`config.mk`:
```
export PLATFORM = sky130hd
export DESIGN_NAME = router_output_scheduler
export DESIGN_NICKNAME = d
export VERILOG_FILES = /design/src/rtl/router_pkg.sv /design/src/rtl/router_credit_counter.sv /design/src/rtl/router_output_scheduler.sv
export SDC_FILE = /design/constraint.sdc
export NUM_CORES = 1
export LEC_CHECK = 0
export CORE_ASPECT_RATIO = 0.8
export CORE_UTILIZATION = 35
export DETAILED_ROUTE_END_ITERATION = 8
export PLACE_DENSITY = 0.68
export SLEW_MARGIN = 20
export SYNTH_ARGS = -nofsm -noshare
export SYNTH_HDL_FRONTEND = slang
export SYNTH_SLANG_ARGS = --single-unit
```
`constraint.sdc`:
```
create_clock -name clk -period 3.61 [get_ports clk]
set_input_delay 0.722 -clock clk [delete_from_list [all_inputs] [get_ports clk]]
set_output_delay 0.722 -clock clk [all_outputs]
set_load 0.05 [all_outputs]
```
`src/rtl/router_pkg.sv`:
```
// router_pkg: shared router types, defaults and the round-robin pick helper
package router_pkg;
  localparam int NUM_PORTS       = 4;
  localparam int CREDITS_DEFAULT = 8;
  localparam int MAX_INPUTS      = 16;
  localparam int IDX_W           = $clog2(MAX_INPUTS);
  typedef enum logic {IDLE, ACTIVE} sched_state_t;
  typedef struct packed {
    logic             found;
    logic [IDX_W-1:0] idx;
  } rr_t;
  function automatic rr_t rr_pick(input logic [MAX_INPUTS-1:0] cand, input logic [IDX_W-1:0] last, input int n);
    rr_t r;
    int j;
    logic [MAX_INPUTS-1:0] s;
    r = '{found: 1'b0, idx: '0};
    for (int k = 1; k <= MAX_INPUTS; k++) begin
      j = (int'(last) + k) % n;
      s = cand >> j;
      if (k <= n && !r.found && s[0]) begin
        r.found = 1'b1;
        r.idx   = IDX_W'(j);
      end
    end
    return r;
  endfunction
endpackage

```
`src/rtl/router_credit_counter.sv`:
```
// router_credit_counter: downstream credit tracking with saturation and sticky overflow flag
//   consume   : a flit is sent this cycle (costs one credit)
//   credit_in : downstream freed one slot this cycle
//   credits   : registered credit count; can_send = credits != 0
//   err_ovf   : sticky, credit returned while already full
module router_credit_counter #(
  parameter int CREDITS  = 8,
  parameter int CREDIT_W = $clog2(CREDITS + 1)
) (
  input  logic                clk,
  input  logic                rst_n,
  input  logic                consume,
  input  logic                credit_in,
  output logic [CREDIT_W-1:0] credits,
  output logic                can_send,
  output logic                err_ovf
);
  logic [CREDIT_W-1:0] credits_q, credits_d;
  logic err_q, ovf;
  always_comb begin
    ovf       = credit_in && !consume && credits_q == CREDIT_W'(CREDITS);
    credits_d = ovf ? credits_q : credits_q + CREDIT_W'(credit_in) - CREDIT_W'(consume);
  end
  always_ff @(posedge clk or negedge rst_n) begin
    if (!rst_n) begin
      credits_q <= CREDIT_W'(CREDITS);
      err_q     <= 1'b0;
    end else begin
      credits_q <= credits_d;
      err_q     <= err_q | ovf;
    end
  end
  assign credits  = credits_q;
  assign can_send = credits_q != '0;
  assign err_ovf  = err_q;
endmodule

```
`src/rtl/router_output_scheduler.sv`:
```
// router_output_scheduler: round-robin wormhole arbiter with credit flow control for one output port
//   req_valid/req_head/req_tail : per-input buffer-head status
//   credit_in                   : downstream slot freed
//   sel/pop/out_valid           : crossbar select, dequeue strobe, link valid (combinational)
//   credits/busy/err_credit_ovf : credit count, packet lock held, sticky credit overflow
module router_output_scheduler
  import router_pkg::*;
#(
  parameter int NUM_INPUTS = NUM_PORTS,
  parameter int CREDITS    = CREDITS_DEFAULT,
  parameter int CREDIT_W   = $clog2(CREDITS + 1)
) (
  input  logic                  clk,
  input  logic                  rst_n,
  input  logic [NUM_INPUTS-1:0] req_valid,
  input  logic [NUM_INPUTS-1:0] req_head,
  input  logic [NUM_INPUTS-1:0] req_tail,
  input  logic                  credit_in,
  output logic [NUM_INPUTS-1:0] sel,
  output logic [NUM_INPUTS-1:0] pop,
  output logic                  out_valid,
  output logic [CREDIT_W-1:0]   credits,
  output logic                  busy,
  output logic                  err_credit_ovf
);
  sched_state_t state_q, state_d;
  logic [IDX_W-1:0] owner_q, owner_d, last_q, last_d;
  logic [NUM_INPUTS-1:0] sel_c, pop_c;
  logic [MAX_INPUTS-1:0] cand;
  logic can_send, tail_w;
  rr_t pick;
  router_credit_counter #(.CREDITS(CREDITS), .CREDIT_W(CREDIT_W)) u_credit (
    .clk      (clk),
    .rst_n    (rst_n),
    .consume  (out_valid),
    .credit_in(credit_in),
    .credits  (credits),
    .can_send (can_send),
    .err_ovf  (err_credit_ovf)
  );
  always_comb begin
    cand    = MAX_INPUTS'(req_valid & req_head);
    pick    = rr_pick(cand, last_q, NUM_INPUTS);
    sel_c   = '0;
    pop_c   = '0;
    state_d = state_q;
    owner_d = owner_q;
    last_d  = last_q;
    if (state_q == IDLE) begin
      sel_c  = pick.found ? NUM_INPUTS'(1) << pick.idx : '0;
      tail_w = |(req_tail & sel_c);
      if (pick.found && can_send) begin
        pop_c   = sel_c;
        state_d = tail_w ? IDLE : ACTIVE;
        owner_d = tail_w ? owner_q : pick.idx;
        last_d  = tail_w ? pick.idx : last_q;
      end
    end else begin
      sel_c  = NUM_INPUTS'(1) << owner_q;
      tail_w = |(req_tail & sel_c);
      if (|(req_valid & sel_c) && can_send) begin
        pop_c   = sel_c;
        state_d = tail_w ? IDLE : ACTIVE;
        last_d  = tail_w ? owner_q : last_q;
      end
    end
  end
  always_ff @(posedge clk or negedge rst_n) begin
    if (!rst_n) begin
      state_q <= IDLE;
      owner_q <= '0;
      last_q  <= IDX_W'(NUM_INPUTS - 1);
    end else begin
      state_q <= state_d;
      owner_q <= owner_d;
      last_q  <= last_d;
    end
  end
  assign sel       = rst_n ? sel_c : '0;
  assign pop       = rst_n ? pop_c : '0;
  assign out_valid = |pop;
  assign busy      = state_q == ACTIVE;
endmodule

```
==> results of run 1 <==
==> flip-flops by register name, indices dropped and copies added, names as in the netlist <==
register / flops
busy: 1
last_q: 2
u_credit.credits: 4
owner_q: 2
u_credit.err_ovf: 1
==> power groups by stage <==
stage	Combinational [uW]	Clock, uW	Sequential, uW
after floorplan	545	0	373
after global placement	935	0	281
after detailed placement	960	0	286
after CTS	966	85.3	285
after global routing	1050	90.4	297
final	958	80.9	285
==> cell usage after synthesis, types with 2 or more instances <==
cell type  instances  share of area
mux2i_1            3          0.029
inv_1             14          0.051
a211oi_1           2          0.015
a21oi_1            3          0.015
nor2_1             7          0.026
nand2_1           13          0.048
nor2b_1            2          0.012
and3_1             2          0.012
o32ai_1            4          0.034
mux2_2             2          0.022
o21ai_0            6          0.029
and2_1             3          0.018
dfstp_2            3          0.077
dfrtp_1            7           0.17
ha_1               6          0.073
mux4_2             2          0.044
nand3_1            5          0.024
==> per-stage QoR <==
step                 util  hold slack, ns  setup WS [ns]  instance area [um2]  cells
floorplan               -           0.426         0.0644                 1020    115
global route        0.541           0.494         0.0167                 1500    189
finish              0.541           0.471          0.148                 1500    189
detailed placement  0.530           0.462         0.0500                 1470    185
CTS                 0.540           0.478         0.0527                 1490    189
global placement    0.530           0.453          0.140                 1470    185
==> layout make-up <==
| class | count | area, um2 |
|---|---|---|
| clock buffers | 4 | 26.3 |
| fillers | 263 | 1270 |
| inverters | 14 | 52.6 |
| multi-input cells | 90 | 718 |
| flip-flops and latches | 10 | 254 |
| well taps | 38 | 47.5 |
| repair buffers | 33 | 398 |
==> what timing repair did <==
action,4_1_cts,5_1_grt
resized for setup,0,2
endpoints found under the setup margin,0,3
setup buffers,0,0
hold buffers,0,0
==> metal layers <==
| metal | up-vias | GRT usage |
|---|---|---|
| met5 | - | 0 |
| met4 | 0 | 0.0543 |
| met3 | 8 | 0.0432 |
| met2 | 38 | 0.328 |
| met1 | 476 | 0.231 |
| li1 | 492 | - |
==> final timing paths <==
kind                                        from  cells after the start  slack, ns                  end
worst max register to register        owner_q[1]                     11       0.80  u_credit.credits[2]
worst max-delay path                 req_head[0]                      8       0.15               pop[3]
worst min-delay path            u_credit.err_ovf                      1       0.47     u_credit.err_ovf
min in group asynchronous                  rst_n                      2       0.78  u_credit.credits[0]
max in group asynchronous                  rst_n                      2       2.58            last_q[1]
worst min register to register  u_credit.err_ovf                      1       0.47     u_credit.err_ovf
==> worst max-delay path: cells and delay by family <==
family	cells	cell delay [ns]
compound gates	3	0.87
buf+inv	2	0.64
simple gates	3	0.52
==> logic make-up (layout without fill, tap and decap cells) <==
| group | count (synthesis) | after routing | synth area share |
|---|---|---|---|
| simple gates | 43 | 43 | 0.230 |
| buf+inv | 15 | 51 | 0.0549 |
| flops | 10 | 10 | 0.248 |
| fa+ha+maj | 7 | 7 | 0.0928 |
| mux | 8 | 8 | 0.110 |
| xor+xnor | 2 | 2 | 0.0171 |
| compound gates | 30 | 30 | 0.248 |
==> qor.txt, run 1 <==
status = finished, final reports clean
Vias/cell = 5.37
power share of the clock group = 0.061
overall track demand over capacity in global routing = 0.188
net switching power = 662 uW
Post-synth EDFFs = 0
RSZ-0062 raised after global routing = false
Area growth, synth to finish = 46.0%
uppermost layer routed = met4
highest-count cells in the layout ignoring fill and taps = clkdlybuf4s50_1 (20), inv_1 (14), nand2_1 (13)
H-tree depth reported by CTS = 1
I/O Buffers = 29
mean area per synthesized cell = 8.91 um2
path category of the worst min-delay check = register to register
worst-case clock skew = 0.0113 ns
total power divided by cell area = 885 mW/mm2
clk_lat worst skew = 0.27 ns
clock buffer depth = 2
number of antenna violations at the first check in global routing = 0
required time at the endpoint of the critical path = 2.89 ns
via count = 1,014
delay contributed by the slowest stage of the critical path = 0.47 ns
maximum vdd ir drop = 0.000385 V
number of unique standard cell types used by synthesis = 48
part of the power in combinational logic = 0.724
die height = 50.4 um
wire length on met1 = 1.15 mm
CP Data Arrival Time = 2.74 ns
count of routing violations after the opening detailed-route iteration = 37
Die Outline Area = 0.00315 mm2
fraction of power consumed by sequential logic = 0.215
worst-path cell chain = clkdlybuf4s50_1, a22oi_2, o32a_1, nand2_1, o32ai_1, and2_1, nor2b_1, buf_12
share of layout cells above drive strength 1 = 0.272
Routed Wire Length = 2.66 mm
antenna fix cells = 0
post-layout minimum cycle time = 3.46 ns
# IOs = 30
metal2 WL = 1.32 mm
Final Max Tran Viols = 0
buffer cell driving the clock tree root = clkbuf_4
Synth Net Count = 137
first-pass GRT wire length = 4.57 mm
routability cong. = 0.913
leakage power total = 0.000642 uW
combined area of all synthesized cells = 0.00102 mm2
detailed-placement wirelength estimate = 2.24 mm
overflow left after global routing = 0
critical path launch point type = primary input
register clock-pin slew on the reported worst setup and hold paths = 0.06 ns
max-cap check violation count = 0
number of flip-flops and latches in the synthesized netlist = 10
maximum number of pins on one net before global-route repair = 15
slowest cell on the critical path = clkdlybuf4s50_1
most common cell after layout, fill and taps aside = clkdlybuf4s50_1
share of the clock period used by the worst path = 0.959
Syn Inst Count = 115
WS Path Type = primary input to output port
YS warnings = 0
Setup Total Neg Slack = 0 ns
Max transition margin = 0.662
Final Hold Violating Endpoints = 0
net total in the final layout = 174
endpoints failing setup = 0
CTS tree = yes
sw frac = 0.499
remaining antenna violation count = 0
number of buffers inserted during clock tree synthesis = 3
ys flop type = dfrtp_1
total chip power = 1320 uW
site row count = 17
transition time at the pin with the least slew margin = 0.505 ns
fmax = 289 MHz
DRC viols = 0
horizontal die dimension = 62.5 um
Std-Cell Core Area = 0.00277 mm2
total met3 wirelength after detailed routing = 150 um
number of sinks handled by clock tree synthesis = 10
sequential share of the synthesized area = 0.248
effective utilization at floorplan = 0.371
average wire length per cell after detail routing = 14.1 um
type of element capturing the critical path = output port
asr flop ratio synth = 1.00
via count of the first global-routing pass = 1,039
first drt pass iteration count = 4
cell-internal power = 663 uW
largest fanout on the critical path = 4
Note: power is estimated with default switching activity, not from simulation.
==> run 2, diff against run 1 <==
- PLACE_DENSITY: 0.68 -> 0.63
==> qor.txt, run 2 (synthesis gave the netlist of run 1 again) <==
net switching power = 669 uW (+1.1%)
leakage power total = 0.000650 uW (+1.3%)
register clock-pin slew on the reported worst setup and hold paths = 0.06 ns (about the same)
share of the clock period used by the worst path = 0.953 (-0.00626)
share of layout cells above drive strength 1 = 0.275 (+0.00299)
total power divided by cell area = 886 mW/mm2 (about the same)
horizontal die dimension = 62.5 um (unchanged)
I/O Buffers = 29 (unchanged)
first drt pass iteration count = 5 (+1)
count of routing violations after the opening detailed-route iteration = 50 (+35%)
die height = 50.4 um (unchanged)
detailed-placement wirelength estimate = 2.19 mm (-2.0%)
Die Outline Area = 0.00315 mm2 (unchanged)
overall track demand over capacity in global routing = 0.186 (-0.00136)
site row count = 17 (unchanged)
Area growth, synth to finish = 47.1%
critical path launch point type = primary input
capture endpoint of the worst hold path = u_credit.err_ovf
overflow left after global routing = 0 (unchanged)
DRC viols = 0 (unchanged)
Final Max Tran Viols = 0 (unchanged)
# IOs = 30 (unchanged)
routability cong. = 0.835 (-8.6%)
average wire length per cell after detail routing = 14.1 um (about the same)
via count = 1,029 (+1.5%)
number of sinks handled by clock tree synthesis = 10 (unchanged)
net total in the final layout = 176 (+1.1%)
maximum vdd ir drop = 0.000403 V (+4.6%)
Routed Wire Length = 2.69 mm (+1.1%)
start of the worst register-to-register path = owner_q[1]
Reg2Reg Capture Point = u_credit.credits[2]
Max transition margin = 0.665 (+0.00285)
maximum number of pins on one net before global-route repair = 15 (unchanged)
clock buffer depth = 2 (unchanged)
post-detailed-placement cell area = 0.00147 mm2 (unchanged)
worst-case clock skew = 0.0104 ns (-0.000882 ns)
remaining antenna violation count = 0 (unchanged)
clk_lat worst skew = 0.27 ns (about the same)
Final Hold Violating Endpoints = 0 (unchanged)
Hold Path Stages = 1 (unchanged)
largest fanout on the critical path = 5 (+1)
fin cells = 191 (+1.1%)
Setup Total Neg Slack = 0 ns (unchanged)
required time at the endpoint of the critical path = 2.89 ns (about the same)
power share of the clock group = 0.063 (+0.002)
cell-internal power = 666 uW (+0.49%)
effective utilization at floorplan = 0.371 (unchanged)
sw frac = 0.501 (+0.00162)
CP Data Arrival Time = 2.72 ns (-0.02 ns)
placed instance count = 185 (unchanged)
post-layout instance area = 0.00151 mm2 (+0.75%)
most common cell after layout, fill and taps aside = clkdlybuf4s50_1
Worst Reg2Reg Path Length in Cells = 11 (unchanged)
status = finished, final reports clean
max-cap check violation count = 0 (unchanged)
worst-case hold slack = 0.480 ns (+0.00964 ns)
first-pass GRT wire length = 4.60 mm (+0.46%)
antenna fix cells = 0 (unchanged)
fraction of power consumed by sequential logic = 0.213 (-0.002)
H-tree depth reported by CTS = 1 (unchanged)
endpoints failing setup = 0 (unchanged)
Vias/cell = 5.39 (+0.42%)
worst reg2reg setup slack = 0.76 ns (-0.04 ns)
fmax = 291 MHz (+0.66%)
highest-count cells in the layout ignoring fill and taps = clkdlybuf4s50_1 (20), inv_1 (14), nand2_1 (13)
WS Path Type = primary input to output port
number of buffers inserted during clock tree synthesis = 3 (unchanged)
CTS tree = yes
transition time at the pin with the least slew margin = 0.501 ns (-0.00427 ns)
RSZ-0062 raised after global routing = false
part of the power in combinational logic = 0.724 (about the same)
post-layout minimum cycle time = 3.44 ns (-0.0226 ns)
via count of the first global-routing pass = 993 (-4.4%)
number of antenna violations at the first check in global routing = 0 (unchanged)
flip-flop count of the largest register after layout = 4 (unchanged)
buffer cell driving the clock tree root = clkbuf_4
path category of the worst min-delay check = register to register
Std-Cell Core Area = 0.00277 mm2 (unchanged)
origin of the worst min-delay path = u_credit.err_ovf
hold buffers post-CTS = 0 (unchanged)
type of element capturing the critical path = output port
-- run 2: final cells by class --
type / instances / area, um2
timing repair buffer: 35 / 413
sequential: 10 / 254
inverter: 14 / 52.6
clock buffer: 4 / 26.3
tap: 38 / 47.5
multi-input combinational: 90 / 714
fill: 250 / 1260
-- run 2: worst max-delay path by stage --
stage / from / end / slack [ns] / cells past startpoint
after global placement: req_valid[1] / u_credit.credits[2] / 0.11 / 12
after detailed placement: req_valid[1] / u_credit.credits[2] / 0.07 / 12
after floorplan: req_valid[2] / pop[3] / 0.06 / 6
final: req_valid[0] / pop[3] / 0.17 / 8
after global routing: req_valid[0] / pop[3] / 0.04 / 8
after CTS: req_valid[0] / pop[3] / 0.09 / 8
-- run 2: worst max-delay path: stages --
cell and delay, ns:
clkdlybuf4s50_1 0.50, and3_4 0.22, o21ai_1 0.25, nand2_1 0.17
o32ai_1 0.28, and2_1 0.18, nor2b_1 0.23, buf_12 0.17
-- run 2: power groups by stage --
stage	Clock, uW	Sequential, uW	Combinational [uW]
after CTS	87.1	282	969
after detailed placement	0	284	961
after global routing	92.5	297	1050
final	84.0	284	967
after global placement	0	281	942
after floorplan	0	373	545
-- run 2: repair_timing --
item,in CTS,in global routing
endpoints found under the setup margin,0,2
resized for setup,0,1
buffers inserted,0,2
endpoints found under the hold margin,0,0
-- run 2: routing by layer --
layer	vias to the layer above	routed length, um	GRT usage
li1	497	-	-
met1	500	1260	0.261
met2	32	1300	0.299
met3	0	139	0.0364
met4	0	0	0.0349
met5	-	0	0
-- run 2: per-stage QoR --
stage / total power [uW] / worst slack (ns) / utilization
2_1_floorplan: 918 / 0.0644 / -
3_3_place_gp: 1220 / 0.109 / 0.530
3_5_place_dp: 1250 / 0.0712 / 0.530
4_1_cts: 1340 / 0.0855 / 0.540
5_1_grt: 1440 / 0.0403 / 0.545
6_report: 1340 / 0.170 / 0.545
==> run 3, diff against run 2 <==
- CORE_MARGIN: default -> 2
==> qor.txt, run 3 (synthesis gave the netlist of run 1 again) <==
number of sinks handled by clock tree synthesis = 10 (unchanged)
worst-case hold slack = 0.463 ns (-0.0175 ns)
post-detailed-placement cell area = 0.00147 mm2 (unchanged)
total power divided by cell area = 890 mW/mm2 (+0.44%)
RSZ-0062 raised after global routing = false
required time at the endpoint of the critical path = 2.89 ns (about the same)
sequential standard cell area = 254 um2 (unchanged)
largest fanout on the critical path = 5 (unchanged)
Std-Cell Core Area = 0.00277 mm2 (unchanged)
critical path's top delay family = compound AO/OA/AOI/OAI gates
uppermost layer routed = met4
worst path buffer plus inverter count = 2 (unchanged)
status = finished, final reports clean
type of element capturing the critical path = output port
overflow left after global routing = 0 (unchanged)
most common cell after layout, fill and taps aside = clkdlybuf4s50_1
Final Hold Violating Endpoints = 0 (unchanged)
DRC viols = 0 (unchanged)
via count = 1,008 (-2.0%)
horizontal die dimension = 64.5 um (+3.2%)
max-cap check violation count = 0 (unchanged)
Setup Total Neg Slack = 0 ns (unchanged)
I/O Buffers = 29 (unchanged)
overall track demand over capacity in global routing = 0.175 (-0.0115)
hold buffers post-CTS = 0 (unchanged)
maximum vdd ir drop = 0.000426 V (+5.8%)
H-tree depth reported by CTS = 1 (unchanged)
Routed Wire Length = 2.73 mm (+1.3%)
fmax = 287 MHz (-1.3%)
CTS tree = yes
WS Path Type = primary input to output port
highest-count cells in the layout ignoring fill and taps = clkdlybuf4s50_1 (20), inv_1 (14), nand2_1 (13)
effective utilization at floorplan = 0.371 (unchanged)
net total in the final layout = 174 (-1.1%)
flip-flop count of the largest register after layout = 4 (unchanged)
# IOs = 30 (unchanged)
area occupied by multi-input gates = 714 um2 (unchanged)
first drt pass iteration count = 4 (-1)
wire length on met1 = 1.31 mm (+4.5%)
Final Max Tran Viols = 0 (unchanged)
number of antenna violations at the first check in global routing = 0 (unchanged)
leakage power total = 0.000641 uW (-1.5%)
fin cells = 189 (-1.0%)
Post-CTS Setup Inserts = 0 (unchanged)
metal2 WL = 1.31 mm (+1.3%)
placed instance count = 185 (unchanged)
register clock-pin slew on the reported worst setup and hold paths = 0.06 ns (about the same)
total met3 wirelength after detailed routing = 89 um (-36%)
antenna fix cells = 0 (unchanged)
delay contributed by the slowest stage of the critical path = 0.48 ns (-0.02 ns)
post-layout instance area = 0.00149 mm2 (-1.0%)
post-layout minimum cycle time = 3.48 ns (+0.0440 ns)
number of buffers inserted during clock tree synthesis = 3 (unchanged)
path category of the worst min-delay check = register to register
Area growth, synth to finish = 45.7%
buffer cell driving the clock tree root = clkbuf_4
average wire length per cell after detail routing = 14.4 um (+2.4%)
via count of the first global-routing pass = 932 (-6.1%)
worst-path cell chain = clkdlybuf4s50_1, a22oi_2, o32a_1, nand2_1, o32ai_1, and2_1, nor2b_1, buf_12
first-pass GRT wire length = 4.47 mm (-2.7%)
Die Outline Area = 0.00338 mm2 (+7.3%)
slowest cell on the critical path = clkdlybuf4s50_1
remaining antenna violation count = 0 (unchanged)
transition time at the pin with the least slew margin = 0.511 ns (+0.0102 ns)
site row count = 17 (unchanged)
critical path launch point type = primary input
detailed-placement wirelength estimate = 2.27 mm (+3.4%)
share of the clock period used by the worst path = 0.965 (+0.0122)
number of fill cells = 251 (+0.40%)
maximum number of pins on one net before global-route repair = 15 (unchanged)
routability cong. = 0.813 (-2.6%)
worst-case clock skew = 0.0102 ns (-0.000226 ns)
clock buffer depth = 2 (unchanged)
die height = 52.4 um (+4.0%)
Max transition margin = 0.658 (-0.00685)
clk_lat worst skew = 0.27 ns (about the same)
Vias/cell = 5.33 (-1.0%)
share of layout cells above drive strength 1 = 0.265 (-0.00961)
count of routing violations after the opening detailed-route iteration = 43 (-14%)
endpoints failing setup = 0 (unchanged)
CP Data Arrival Time = 2.76 ns (+0.04 ns)
==> run 3: cell types whose count changed in the layout (fill, tap and decap cells not counted) <==
cell	before	now
buf_4	7	5
==> run 3: worst register-to-register path: cells and delay by family (launching register included) <==
kind	cells	cell delay, ns
fa+ha+maj	3	0.83
mux	2	0.65
flops	1	0.48
simple gates	2	0.28
compound gates	1	0.18
xor+xnor	1	0.16
buf+inv	2	0.11
==> run 3: layer usage <==
layer / global-route usage / vias to the layer above
li1: - / 496
met1: 0.244 / 478
met2: 0.285 / 32
met3: 0.0409 / 2
met4: 0.0213 / 0
met5: 0 / -
==> run 3: layout make-up <==
type	instances	area share
Sequential cell	10	0.170
Tap cell	38	0.0319
Inverter	14	0.0352
Multi-Input combinational cell	90	0.479
Clock buffer	4	0.0176
Timing Repair Buffer	33	0.267
==> run 3: path summary, 6_finish.rpt <==
kind                                   from                   to  slack (ns)  depth (start not counted)
max in group asynchronous             rst_n            last_q[1]        2.58                          2
min in group asynchronous             rst_n  u_credit.credits[2]        0.78                          2
min reg2reg                u_credit.err_ovf     u_credit.err_ovf        0.46                          1
max reg2reg                      owner_q[1]  u_credit.credits[2]        0.81                         11
min                        u_credit.err_ovf     u_credit.err_ovf        0.46                          1
max                            req_valid[0]               pop[3]        0.13                          8
==> run 3: metrics by stage <==
stage	util	worst slack (ns)	power (uW)
finish	0.540	0.126	1330
global route	0.540	0.0262	1430
CTS	0.540	0.0725	1340
detailed placement	0.530	0.0927	1250
global placement	0.530	0.144	1220
floorplan	-	0.0644	918
==> run 3: what timing repair did <==
action                                  CTS  global route
resized for setup                         0             1
endpoints found under the hold margin     0             0
endpoints found under the setup margin    0             1
==> run 3: where the power goes <==
part           leakage, uW  internal (uW)  switching (uW)
clock            0.0000150           42.7            39.6
combinational     0.000513            431             528
sequential        0.000113            190            97.1
